$ cat src/rtl/bat_adc_sequencer_if.sv
// ADC-side bus of the battery sequencer: shared convert-start plus per-channel EOC and data.
interface bat_adc_sequencer_if;
  logic       o_convst;
  logic       i_eoc_v;
  logic       i_eoc_i;
  logic [7:0] i_data_v;
  logic [7:0] i_data_i;

  modport master (
    output o_convst,
    input  i_eoc_v,
    input  i_eoc_i,
    input  i_data_v,
    input  i_data_i
  );

  modport slave (
    input  o_convst,
    output i_eoc_v,
    output i_eoc_i,
    output i_data_v,
    output i_data_i
  );
endinterface

$ cat src/rtl/bat_adc_sequencer.sv
// Periodic Vbat/Ibat conversion sequencer: shared convert-start, synchronized EOC capture with
// timeout, and averaging of 2**AVG_LOG2 sample pairs into o_vbat/o_ibat.
module bat_adc_sequencer #(
  parameter int CONV_PERIOD  = 1000,
  parameter int CONVST_WIDTH = 4,
  parameter int EOC_TIMEOUT  = 500,
  parameter int AVG_LOG2     = 3
) (
  input  logic                i_clock,
  input  logic                i_RESET,
  input  logic                i_enable,
  bat_adc_sequencer_if.master adc,
  output logic [7:0]          o_vbat,
  output logic [7:0]          o_ibat,
  output logic                o_valid,
  output logic                o_timeout
);

  localparam int PER_W = $clog2(CONV_PERIOD);
  localparam int WID_W = $clog2(CONVST_WIDTH + 1);
  localparam int TO_W  = $clog2(EOC_TIMEOUT + 1);
  localparam int ACC_W = 8 + AVG_LOG2;

  localparam logic [PER_W-1:0] PER_LAST = PER_W'(CONV_PERIOD - 1);
  localparam logic [WID_W-1:0] WID_LAST = WID_W'(CONVST_WIDTH - 1);
  localparam logic [TO_W-1:0]  TO_LAST  = TO_W'(EOC_TIMEOUT - 1);

  generate
    if (CONV_PERIOD <= CONVST_WIDTH + EOC_TIMEOUT + 4) begin : g_bad_period
      $error("CONV_PERIOD must exceed CONVST_WIDTH + EOC_TIMEOUT + 4");
    end
  endgenerate

  typedef enum logic [1:0] {IDLE, START, WAIT_EOC, HOLD} state_t;

  state_t              state, state_nxt;
  logic [PER_W-1:0]    period_cnt;
  logic [WID_W-1:0]    width_cnt;
  logic [TO_W-1:0]     to_cnt;
  logic [1:0]          eoc_v_sync, eoc_i_sync;
  logic                eoc_v_low, eoc_i_low;
  logic                cap_v, cap_i, cap_v_now, cap_i_now, both_captured;
  logic [7:0]          samp_v, samp_i, samp_v_now, samp_i_now;
  logic [ACC_W-1:0]    acc_v, acc_i, sum_v, sum_i;
  logic [AVG_LOG2-1:0] sample_cnt;
  logic                accumulate, timeout_evt;
  logic                convst_q;

  assign adc.o_convst = convst_q;

  // EOC lines are asynchronous to i_clock; the synchronizers idle high (EOC inactive).
  // NOTE: registers are updated with non-blocking assignments so every flop samples pre-edge values.
  always_ff @(posedge i_clock) begin
    if (i_RESET) begin
      eoc_v_sync <= 2'b11;
      eoc_i_sync <= 2'b11;
    end else begin
      eoc_v_sync <= {eoc_v_sync[0], adc.i_eoc_v};
      eoc_i_sync <= {eoc_i_sync[0], adc.i_eoc_i};
    end
  end

  assign eoc_v_low = ~eoc_v_sync[1];
  assign eoc_i_low = ~eoc_i_sync[1];

  // A channel counts as captured in the same cycle its EOC is first seen low.
  assign cap_v_now     = cap_v | ((state == WAIT_EOC) & eoc_v_low);
  assign cap_i_now     = cap_i | ((state == WAIT_EOC) & eoc_i_low);
  assign samp_v_now    = cap_v ? samp_v : adc.i_data_v;
  assign samp_i_now    = cap_i ? samp_i : adc.i_data_i;
  assign both_captured = cap_v_now & cap_i_now;
  assign sum_v         = acc_v + ACC_W'(samp_v_now);
  assign sum_i         = acc_i + ACC_W'(samp_i_now);

  // NOTE: every output of this block gets a default first, so no path can infer a latch.
  always_comb begin
    state_nxt   = state;
    accumulate  = 1'b0;
    timeout_evt = 1'b0;
    case (state)
      IDLE:     if (i_enable && period_cnt == '0) state_nxt = START;
      START:    if (!i_enable)                    state_nxt = IDLE;
                else if (width_cnt == WID_LAST)   state_nxt = WAIT_EOC;
      WAIT_EOC: if (!i_enable) begin
                  state_nxt = IDLE;
                end else if (both_captured) begin
                  state_nxt  = HOLD;
                  accumulate = 1'b1;
                end else if (to_cnt == TO_LAST) begin
                  state_nxt   = HOLD;
                  timeout_evt = 1'b1;
                end
      HOLD:     if (!i_enable)                    state_nxt = IDLE;
                else if (period_cnt == '0)        state_nxt = START;
      default:                                    state_nxt = IDLE;
    endcase
  end

  always_ff @(posedge i_clock) begin
    if (i_RESET) begin
      state      <= IDLE;
      convst_q   <= 1'b0;
      period_cnt <= '0;
      width_cnt  <= '0;
      to_cnt     <= '0;
      cap_v      <= 1'b0;
      cap_i      <= 1'b0;
      samp_v     <= '0;
      samp_i     <= '0;
      acc_v      <= '0;
      acc_i      <= '0;
      sample_cnt <= '0;
      o_vbat     <= '0;
      o_ibat     <= '0;
      o_valid    <= 1'b0;
      o_timeout  <= 1'b0;
    end else begin
      state      <= state_nxt;
      convst_q   <= (state_nxt == START);
      period_cnt <= (!i_enable || period_cnt == PER_LAST) ? '0 : period_cnt + 1'b1;
      width_cnt  <= (state == START)    ? width_cnt + 1'b1 : '0;
      to_cnt     <= (state == WAIT_EOC) ? to_cnt + 1'b1    : '0;

      // Captured flags live only inside WAIT_EOC, so each conversion starts clean.
      if (state == WAIT_EOC) begin
        cap_v  <= cap_v_now;
        cap_i  <= cap_i_now;
        samp_v <= samp_v_now;
        samp_i <= samp_i_now;
      end else begin
        cap_v  <= 1'b0;
        cap_i  <= 1'b0;
      end

      o_valid   <= 1'b0;
      o_timeout <= o_timeout | timeout_evt;

      if (accumulate) begin
        if (&sample_cnt) begin
          o_vbat     <= sum_v[AVG_LOG2 +: 8];
          o_ibat     <= sum_i[AVG_LOG2 +: 8];
          o_valid    <= 1'b1;
          acc_v      <= '0;
          acc_i      <= '0;
          sample_cnt <= '0;
        end else begin
          acc_v      <= sum_v;
          acc_i      <= sum_i;
          sample_cnt <= sample_cnt + 1'b1;
        end
      end
    end
  end

endmodule
$ cat src/flat_wrapper.sv
// flat-port wrapper written by rule: the top's interface ports become plain ports
module bat_adc_sequencer_flat 
#(
  parameter int CONV_PERIOD  = 1000,
  parameter int CONVST_WIDTH = 4,
  parameter int EOC_TIMEOUT  = 500,
  parameter int AVG_LOG2     = 3
)
  (i_clock, i_RESET, i_enable, o_vbat, o_ibat, o_valid, o_timeout, adc_o_convst, adc_i_eoc_v, adc_i_eoc_i, adc_i_data_v, adc_i_data_i);
  bat_adc_sequencer_if adc_i ();
  input  logic i_clock;
  input  logic i_RESET;
  input  logic i_enable;
  output logic [7:0] o_vbat;
  output logic [7:0] o_ibat;
  output logic o_valid;
  output logic o_timeout;
  output wire logic [$bits(adc_i.o_convst)-1:0] adc_o_convst;
  input wire logic [$bits(adc_i.i_eoc_v)-1:0] adc_i_eoc_v;
  input wire logic [$bits(adc_i.i_eoc_i)-1:0] adc_i_eoc_i;
  input wire logic [$bits(adc_i.i_data_v)-1:0] adc_i_data_v;
  input wire logic [$bits(adc_i.i_data_i)-1:0] adc_i_data_i;
  assign adc_o_convst = adc_i.o_convst;
  assign adc_i.i_eoc_v = adc_i_eoc_v;
  assign adc_i.i_eoc_i = adc_i_eoc_i;
  assign adc_i.i_data_v = adc_i_data_v;
  assign adc_i.i_data_i = adc_i_data_i;
  bat_adc_sequencer #(.CONV_PERIOD(CONV_PERIOD), .CONVST_WIDTH(CONVST_WIDTH), .EOC_TIMEOUT(EOC_TIMEOUT), .AVG_LOG2(AVG_LOG2)) u_core (.i_clock(i_clock), .i_RESET(i_RESET), .i_enable(i_enable), .adc(adc_i), .o_vbat(o_vbat), .o_ibat(o_ibat), .o_valid(o_valid), .o_timeout(o_timeout));
endmodule
$ cat config.mk
export PLATFORM = sky130hd
export DESIGN_NAME = bat_adc_sequencer_flat
export DESIGN_NICKNAME = d
export VERILOG_FILES = /design/src/rtl/bat_adc_sequencer_if.sv /design/src/rtl/bat_adc_sequencer.sv /design/src/flat_wrapper.sv
export SDC_FILE = /design/constraint.sdc
export NUM_CORES = 1
export LEC_CHECK = 0
export ABC_AREA = 1
export BUFFER_PORTS_ARGS = -buffer_cell sky130_fd_sc_hd__buf_2
export CAP_MARGIN = 20
export CORE_AREA = 2 2 128 130
export DETAILED_ROUTE_END_ITERATION = 8
export DIE_AREA = 0 0 130 132
export PLACE_DENSITY_LB_ADDON = 0.25
export SYNTH_ARGS = -nofsm -noshare
export SYNTH_HDL_FRONTEND = slang
export SYNTH_SLANG_ARGS = --single-unit
$ cat constraint.sdc
create_clock -name i_clock -period 2.7 [get_ports i_clock]
set_input_delay 0.405 -clock i_clock [delete_from_list [all_inputs] [get_ports i_clock]]
set_output_delay 0.405 -clock i_clock [all_outputs]
set_load 0.05 [all_outputs]
==> run summary, run 1 <==
hold_buf cts: 0
Antenna Nets Post-Route: 0
area fraction of the dominant cell type after synthesis: 38.8%
final hold viol count: 0
mapped cell area: 4640 sq um
Seq/Total Area, Yosys: 38.8%
dpl ws: 0.332 ns
residual DRC count: 0
Avg Cell Area, Syn: 6.89 sq um
CTS tree: yes
Routed wire per std cell: 11.2 um
Post-synth top cells: nand2_1, inv_1, dfxtp_1, nor2_1, a21oi_1
drt total wl: 10500 um
Die Area: 17200 sq um
register area: 1800 sq um
startpoint types: flop
top-count cell post-synth: nand2_1
hpwl dp: 7900 um
TritonCTS Sinks: 90
period utilisation layout: 87.1%
Via density: 4.33
clock skew: 0.0135 ns
crit-path cells: clkinvlp_4 -> o21ai_1 -> ha_1 -> inv_1 -> fa_1 -> inv_1 -> nand3_1 -> nand3_1 -> nand2_1 -> nand2_1 -> nand2_1 -> nand2_1 -> nand2_1 -> a21oi_1
vias in the first global route: 3698
slew at the pin closest to its max-slew limit: 0.541 ns
crit path DAT: 2.63 ns
Max Clk Rate: 425 MHz
Iter 0 DRT Violations: 190
Setup crit end kind: flop
first-pass GRT wire length: 17700 um
Max stage delay on crit path: 0.40 ns
worst-case vdd ir drop: 0.000303 V
Max FO, Critical Path: 11
initial antenna violation count: 3
layout cells sized above 1: 12.1%
setup TNS: 0 ns
Hold WC Path Type: in2reg
ys flop type: dfxtp_1
top-level I/O count: 40
Synth area leaders: dfxtp_1, nand2_1, inv_1
Setup violations, final: 0
Die H: 132 um
status: completed
synth unique cells: 32
port bufs: 39
Core ar.: 15700 sq um
vias: 4055
multi-input logic area: 2390 sq um
largest net degree at the start of global routing: 23
maximum root-to-sink buffer count: 2
Syn Nets: 720
Post-synth EDFFs: 0
drt pass-1 iters: 4
Final Slew Violations: 0
Area after DPL: 5050 sq um
Max Cap Viol: 0
later-pin clock latency in the skew report: 0.35 ns
site row count: 46
final core area utilization: 34.2%
Root Driver: clkbuf_16
setup ws final: 0.350 ns
Clock transition at path regs: 0.07 ns
CP max stage cell: fa_1
Yosys Warn Count: 0
Area growth, synth to finish: 15.8%
post-route cell area: 5380 sq um
Async SR Flop Fraction: 0%
PwrDens: 506 nW/um^2
clock buffer count from CTS: 9
area leader, netlist: dfxtp_1
Cells after Synth: 674
H-tree levels: 3
Seq cells post-synth: 90
CP Data Required Time: 2.98 ns
total grt overflow: 0
die width: 130 um
most frequent CP cell: nand2_1
Slew headroom: 63.5%
RSZ-0062 raised after global routing: no
classification of the worst setup path: reg2reg
Pleak: 2.40 nW
GRT Util Overall: 12.9%
fill count: 1756
routability cong.: 0.837
Initial Util: 29.6%
Final nets: 760
crit path time final: 2.35 ns
[cells in the final DEF, fill, tap and decap left out, types with 2 or more instances in the layout]
| cell | instances |
|---|---|
| dfxtp_1 | 90 |
| nand3_1 | 36 |
| nand2_1 | 191 |
| xor2_1 | 3 |
| o21ai_0 | 28 |
| nor2_1 | 79 |
| nor3_1 | 8 |
| xnor2_1 | 3 |
| diode_2 | 2 |
| o21bai_1 | 2 |
| buf_2 | 39 |
| clkbuf_8 | 2 |
| ha_1 | 23 |
| a21boi_0 | 2 |
| o21ai_2 | 2 |
| a211oi_1 | 15 |
| inv_1 | 90 |
| fa_1 | 2 |
| nand4_1 | 9 |
| or2_2 | 8 |
| inv_6 | 2 |
| clkbuf_16 | 9 |
| clkinv_4 | 3 |
| a21oi_2 | 4 |
| a21oi_1 | 49 |
| buf_4 | 9 |
[metal layers]
| metal | vias to the layer above | part of all wire [%] | GRT usage, % | wire, um |
|---|---|---|---|---|
| met1 | 1767 | 54 | 18.1 | 5730 |
| met3 | 12 | 3.9 | 4.14 | 405 |
| met4 | 2 | 1.2 | 3.41 | 123 |
| met2 | 47 | 40 | 18.9 | 4240 |
| met5 | - | 0.12 | 0 | 13 |
| li1 | 2227 | - | - | - |
[state kept, by name, indices dropped and copies added, names as in the netlist, 3 cells and up]
name	flops
u_core.acc_i	11
u_core.acc_v	11
u_core.o_ibat	8
u_core.o_vbat	8
u_core.period_cnt	10
u_core.samp_i	8
u_core.samp_v	8
u_core.sample_cnt	3
u_core.to_cnt	9
u_core.width_cnt	3
[cells by family (layout without fill, tap and decap cells)]
family          after synthesis  after routing  synth area share [%]
simple gates                339            339                  30.8
buf+inv                     111            156                  9.64
xor+xnor                      6              6                  1.13
fa+ha+maj                    25             25                  7.06
flops                        90             90                  38.8
compound gates              103            103                  12.6
other cells                   0              2                     0
[what timing repair did]
action                     4_1_cts  5_1_grt
setup buffers                    0        3
setup endpoints to repair        0        4
gates resized for setup          0        2
[path summary, 6_finish.rpt]
kind,start,to,slack [ns],depth (start not counted)
worst max-delay path,u_core.cap_v,u_core.acc_v[6],0.35,14
worst min-delay path,adc_i_eoc_i,u_core.eoc_i_sync[0],0.24,2
worst max register to register,u_core.cap_v,u_core.acc_v[6],0.35,14
worst min register to register,u_core.width_cnt[0],u_core.width_cnt[0],0.42,1
[power by group]
| group | total [mW] | switching (mW) | leakage, nW | internal [mW] |
|---|---|---|---|---|
| Clock | 1.25 | 0.560 | 0.147 | 0.686 |
| Sequential | 1.34 | 0.00490 | 0.726 | 1.34 |
| Combinational | 0.135 | 0.0898 | 1.53 | 0.0455 |
[worst max-delay path: cells and delay by family, from the launching register on]
| family | cells | cell delay, ns |
|---|---|---|
| DFF | 1 | 0.38 |
| and+or+nand+nor | 7 | 0.57 |
| buffers and inverters | 3 | 0.37 |
| adders and majority gates | 2 | 0.63 |
| AOI/OAI and AO/OA | 2 | 0.34 |
[area by class of cell]
| class | count | share of cell area, % |
|---|---|---|
| Tap cell | 216 | 5.02 |
| Clock inverter | 5 | 0.814 |
| Sequential cell | 90 | 33.5 |
| Inverter | 92 | 6.49 |
| Timing Repair Buffer | 48 | 4.88 |
| Multi-Input combinational cell | 473 | 44.5 |
| Clock buffer | 11 | 4.70 |
| Antenna cell | 2 | 0.0930 |
[through the flow]
stage | total power [mW] | hold WS [ns] | instances
2_1_floorplan | 1.46 | 0.389 | 674
3_5_place_dp | 1.51 | 0.407 | 916
5_1_grt | 2.84 | 0.235 | 937
6_report | 2.72 | 0.238 | 937
4_1_cts | 2.77 | 0.223 | 932
3_3_place_gp | 1.51 | 0.408 | 916
No activity file was read; power rests on OpenSTA's default activity.
==> run 2, diff against run 1 <==
- CORE_AREA: 2 2 128 130 -> 2 2 119 121
- DIE_AREA: 0 0 130 132 -> 0 0 121 123
- SKIP_CTS_REPAIR_TIMING: unset -> 1
==> run 2 against run 1 <==
Sequential share of layout area grew 0.37 points. Critical endpoint is now u_core.o_vbat[3]. Worst setup slack worse by 0.052 ns. Critical path depth grew 1. Critical path type unchanged. Cell count decreased by 4.6%. Fmax is 2.2% lower. Largest cell class unchanged. Clock skew fell by 0.0064 ns.
==> run summary, run 2 (synthesis results as in run 1) <==
CTS tree: yes (unchanged)
flop2flop setup slack: 0.30 ns (was 0.35 ns)
top-level I/O count: 40 (unchanged)
Root Driver: clkbuf_16 (unchanged)
Die H: 123 um (was 132 um)
Area growth, synth to finish: 14.6% (was 15.8%)
Core ar.: 13600 sq um (was 15700 sq um)
Max Cap Viol: 0 (unchanged)
biggest regs: u_core.acc_i (11), u_core.acc_v (11), u_core.period_cnt (10) (unchanged)
Reg-to-Reg Start: u_core.cap_v (unchanged)
Die Area: 14900 sq um (was 17200 sq um)
Antenna Nets Post-Route: 0 (unchanged)
Setup violations, final: 0 (unchanged)
Slew headroom: 61.0% (was 63.5%)
slew at the pin closest to its max-slew limit: 0.585 ns (was 0.541 ns)
setup TNS: 0 ns (unchanged)
drt pass-1 iters: 5 (was 4)
layout cells sized above 1: 11.3% (was 12.1%)
CP Data Required Time: 2.97 ns (was 2.98 ns)
maximum root-to-sink buffer count: 2 (unchanged)
Final Slew Violations: 0 (unchanged)
commonest cells after routing, fill and taps aside: nand2_1, inv_1, dfxtp_1 (unchanged)
largest net degree at the start of global routing: 54 (was 23)
Final nets: 755 (was 760)
clock buffer count from CTS: 9 (unchanged)
initial antenna violation count: 0 (was 3)
vias in the first global route: 3802 (was 3698)
worst setup path start: u_core.cap_v (unchanged)
routability cong.: 0.833 (was 0.837)
residual DRC count: 0 (unchanged)
status: completed (unchanged)
worst-case vdd ir drop: 0.000275 V (was 0.000303 V)
die width: 121 um (was 130 um)
hold_sp: adc_i_eoc_v (was adc_i_eoc_i)
WHS: 0.241 ns (was 0.238 ns)
classification of the worst setup path: reg2reg (unchanged)
GRT Util Overall: 14.3% (was 12.9%)
PwrDens: 536 nW/um^2 (was 506 nW/um^2)
Setup crit end kind: flop (unchanged)
drt total wl: 10000 um (was 10500 um)
WHS Path Cells: 2 (unchanged)
Pleak: 2.39 nW (was 2.40 nW)
diode count: 0 (was 2)
Iter 0 DRT Violations: 275 (was 190)
Final Non-Filler Cells: 894 (was 937)
clock skew: 0.00713 ns (was 0.0135 ns)
site row count: 43 (was 46)
crit path time final: 2.40 ns (was 2.35 ns)
crit path DAT: 2.67 ns (was 2.63 ns)
RSZ-0062 raised after global routing: no (unchanged)
Via density: 4.58 (was 4.33)
Max Clk Rate: 416 MHz (was 425 MHz)
total grt overflow: 0 (unchanged)
final hold viol count: 0 (unchanged)
Initial Util: 34.1% (was 29.6%)
Routed wire per std cell: 11.2 um (about the same)
H-tree levels: 3 (unchanged)
period utilisation layout: 89.0% (was 87.1%)
vias: 4096 (was 4055)
startpoint types: flop (unchanged)
hpwl dp: 7500 um (was 7900 um)
first-pass GRT wire length: 17100 um (was 17700 um)
hold endpoint: u_core.eoc_v_sync[0] (was u_core.eoc_i_sync[0])
port bufs: 39 (unchanged)
most common cell after layout, fill and taps aside: nand2_1 (unchanged)
Hold WC Path Type: in2reg (unchanged)
R2R Path End: u_core.o_vbat[3] (was u_core.acc_v[6])
TritonCTS Sinks: 90 (unchanged)
Reg2Reg Depth: 15 (was 14)
Clock transition at path regs: 0.07 ns (about the same)
Max FO, Critical Path: 16 (was 11)
later-pin clock latency in the skew report: 0.35 ns (about the same)
placed insts: 878 (was 916)
-- run 2: area by class of cell --
type | instances | area, sq um
timing repair buffer | 43 | 225
clock buffer | 10 | 239
multi-input combinational | 473 | 2390
inverter | 92 | 345
sequential | 90 | 1800
fill | 1436 | 8290
clock inverter | 6 | 90.1
tap | 180 | 225
-- run 2: how the worst max path moves through the flow --
stage,depth (start not counted),slack [ns],to
2_1_floorplan,16,0.52,u_core.o_vbat[3]
3_3_place_gp,15,0.35,u_core.o_vbat[3]
3_5_place_dp,15,0.29,u_core.o_vbat[3]
4_1_cts,15,0.27,u_core.o_vbat[3]
5_1_grt,15,0.04,u_core.acc_v[6]
6_report,15,0.30,u_core.o_vbat[3]
-- run 2: where the power goes --
group / internal [mW] / leakage, nW / switching [mW]
sequential: 1.34 / 0.726 / 0.00492
combinational: 0.0437 / 1.51 / 0.0876
clock: 0.838 / 0.159 / 0.540
-- run 2: worst max-delay path: stages (launching register included) --
cell and delay (ns):
dfxtp_1 0.31, inv_1 0.29, nand2_1 0.09, o21ai_0 0.12, ha_1 0.25, inv_1 0.07
fa_1 0.40, inv_1 0.09, nand3_1 0.07, nand3_1 0.14, nand2_1 0.09, nand2_1 0.07
nand2_1 0.05, nand2_1 0.10, nand2_1 0.07, a21oi_1 0.13
-- run 2: layer usage --
| metal | vias up | part of all wire, % | global-route usage [%] |
|---|---|---|---|
| met3 | 10 | 3.4 | 4.20 |
| li1 | 2212 | - | - |
| met5 | - | 0 | 0 |
| met2 | 52 | 45 | 23.6 |
| met4 | 0 | 1.3 | 3.49 |
| met1 | 1822 | 50 | 18.4 |
-- run 2: per-stage QoR --
stage	instance area [sq um]	setup WS, ns	utilization, %	total power, mW
5_1_grt	5320	0.0434	39.1	2.97
2_1_floorplan	4640	0.521	-	1.46
4_1_cts	5320	0.274	39.1	2.89
6_report	5320	0.297	39.1	2.85
3_3_place_gp	4990	0.353	36.7	1.50
3_5_place_dp	4990	0.287	36.7	1.50
==> run 3, diff against run 2 <==
- CORE_AREA: 2 2 119 121 -> 5 5 122 124
- DIE_AREA: 0 0 121 123 -> 0 0 127 129
- PLACE_DENSITY: unset -> 0.49
- PLACE_DENSITY_LB_ADDON: 0.25 -> unset
- clock period: 2.7 -> 2.5 ns (I/O delays scaled with it)
==> run 3 against run 2 <==
Via count increased by 0.98%. Clock skew decreased by 0.0010 ns. Largest cell class unchanged. Die area increased by 10%. Total power increased by 5.7%. Sequential cell count unchanged. Fmax increased by 5.6%. Cell count increased by 0.89%. Sequential power increased by 8%. Clock power increased by 3%. Non-clock buffer count increased by 8. Highest routed layer unchanged. Critical endpoint is now u_core.o_vbat[7].
==> run summary, run 3 (synthesis results as in run 1) <==
Combinational Power Share: 4.8% (was 4.6%)
die width: 127 um (was 121 um)
crit path DAT: 2.52 ns (was 2.67 ns)
TritonCTS Sinks: 90 (unchanged)
WHS Path Cells: 2 (unchanged)
hpwl dp: 7930 um (was 7500 um)
startpoint types: flop (unchanged)
Root Driver: clkbuf_16 (unchanged)
residual DRC count: 0 (unchanged)
status: completed (unchanged)
post-route cell area: 5380 sq um (was 5320 sq um)
total grt overflow: 0 (unchanged)
worst-case vdd ir drop: 0.000277 V (was 0.000275 V)
largest net degree at the start of global routing: 29 (was 54)
Final nets: 763 (was 755)
CTS tree: yes (unchanged)
classification of the worst setup path: reg2reg (unchanged)
Sequential Power Share: 48.0% (was 47.0%)
Hold WC Path Type: in2reg (unchanged)
Int Power: 2.31 mW (was 2.22 mW)
drt total wl: 10600 um (was 10000 um)
period utilisation layout: 91.0% (was 89.0%)
dpl ws: 0.193 ns (was 0.287 ns)
top-level I/O count: 40 (unchanged)
routability cong.: 0.847 (was 0.833)
layout cells sized above 1: 12.6% (was 11.3%)
Clock transition at path regs: 0.07 ns (about the same)
biggest regs: u_core.acc_i (11), u_core.acc_v (11), u_core.period_cnt (10) (unchanged)
GRT Util Overall: 13.6% (was 14.3%)
Pleak: 2.43 nW (was 2.39 nW)
Final Slew Violations: 0 (unchanged)
drt pass-1 iters: 4 (was 5)
first-pass GRT wire length: 18200 um (was 17100 um)
commonest cells after routing, fill and taps aside: nand2_1, inv_1, dfxtp_1 (unchanged)
switching part of the total: 23.5% (was 22.2%)
Reg2Reg Depth: 10 (was 15)
port bufs: 39 (unchanged)
Die Area: 16400 sq um (was 14900 sq um)
Area growth, synth to finish: 15.8% (was 14.6%)
most common cell after layout, fill and taps aside: nand2_1 (unchanged)
slew at the pin closest to its max-slew limit: 0.547 ns (was 0.585 ns)
Antenna Nets Post-Route: 0 (unchanged)
vias: 4136 (was 4096)
Max FO, Critical Path: 11 (was 16)
crit path time final: 2.27 ns (was 2.40 ns)
Max Cap Viol: 0 (unchanged)
later-pin clock latency in the skew report: 0.35 ns (about the same)
Routed wire per std cell: 11.8 um (was 11.2 um)
Slew headroom: 63.2% (was 61.0%)
Max Clk Rate: 440 MHz (was 416 MHz)
Die H: 129 um (was 123 um)
H-tree levels: 3 (unchanged)
clock skew: 0.00608 ns (was 0.00713 ns)
reported net switching power: 0.707 mW (was 0.633 mW)
CP Data Required Time: 2.75 ns (was 2.97 ns)
Core ar.: 13700 sq um (was 13600 sq um)
final hold viol count: 0 (unchanged)
initial antenna violation count: 0 (unchanged)
PwrDens: 560 nW/um^2 (was 536 nW/um^2)
setup ws final: 0.226 ns (was 0.297 ns)
vias in the first global route: 4007 (was 3802)
Via density: 4.59 (was 4.58)
Clk pwr share: 47.1% (was 48.4%)
Area after DPL: 5030 sq um (was 4990 sq um)
diode count: 0 (unchanged)
Iter 0 DRT Violations: 294 (was 275)
RSZ-0062 raised after global routing: yes (was no)
Initial Util: 34.0% (was 34.1%)
maximum root-to-sink buffer count: 2 (unchanged)
site row count: 43 (unchanged)
Setup violations, final: 0 (unchanged)
Setup crit end kind: flop (unchanged)
clock buffer count from CTS: 9 (unchanged)
run 3: final cells by class:
type	instances	area, sq um
inverters	92	349
repair buffers	51	298
multi-input cells	473	2400
flip-flops and latches	90	1800
fillers	1470	8290
well taps	180	225
clock inverters	6	70.1
clock buffers	10	239
run 3: layer usage:
metal,vias to the layer above,global-route usage [%],part of all wire [%]
met2,53,22.8,46
met5,-,0,0
met3,11,2.12,3.5
li1,2235,-,-
met1,1837,17.7,49
met4,0,5.30,1.7
run 3: path summary, 6_finish.rpt:
kind                                              to  slack [ns]                  from
worst min register to register  u_core.eoc_v_sync[1]        0.41  u_core.eoc_v_sync[0]
worst min-delay path            u_core.eoc_i_sync[0]        0.22           adc_i_eoc_i
worst max register to register      u_core.o_vbat[7]        0.23          u_core.cap_v
worst max-delay path                u_core.o_vbat[7]        0.23          u_core.cap_v
run 3: metrics by stage:
stage | utilization, % | total power [mW] | setup TNS (ns) | hold WS [ns] | std cells
floorplan | - | 1.58 | 0 | 0.389 | 674
global placement | 36.8 | 1.63 | 0 | 0.401 | 883
detailed placement | 36.8 | 1.63 | 0 | 0.395 | 883
CTS | 39.1 | 3.07 | 0 | 0.201 | 899
global route | 39.4 | 3.14 | -0.0131 | 0.212 | 902
finish | 39.4 | 3.01 | 0 | 0.218 | 902
run 3: worst max-delay path: stages (launching register included):
cell	delay, ns
dfxtp_1	0.37
clkinvlp_4	0.14
buf_12	0.15
o21ai_0	0.30
ha_1	0.35
a21oi_1	0.32
nand2_1	0.09
nand2_1	0.09
nand4_1	0.13
a21oi_2	0.18
nor2_1	0.05
run 3: power groups by stage:
stage | Clock [mW] | Combinational, mW | Sequential (mW)
floorplan | 0 | 0.0908 | 1.48
global placement | 0 | 0.146 | 1.48
detailed placement | 0 | 0.147 | 1.48
CTS | 1.48 | 0.148 | 1.45
global route | 1.53 | 0.167 | 1.45
finish | 1.42 | 0.146 | 1.45
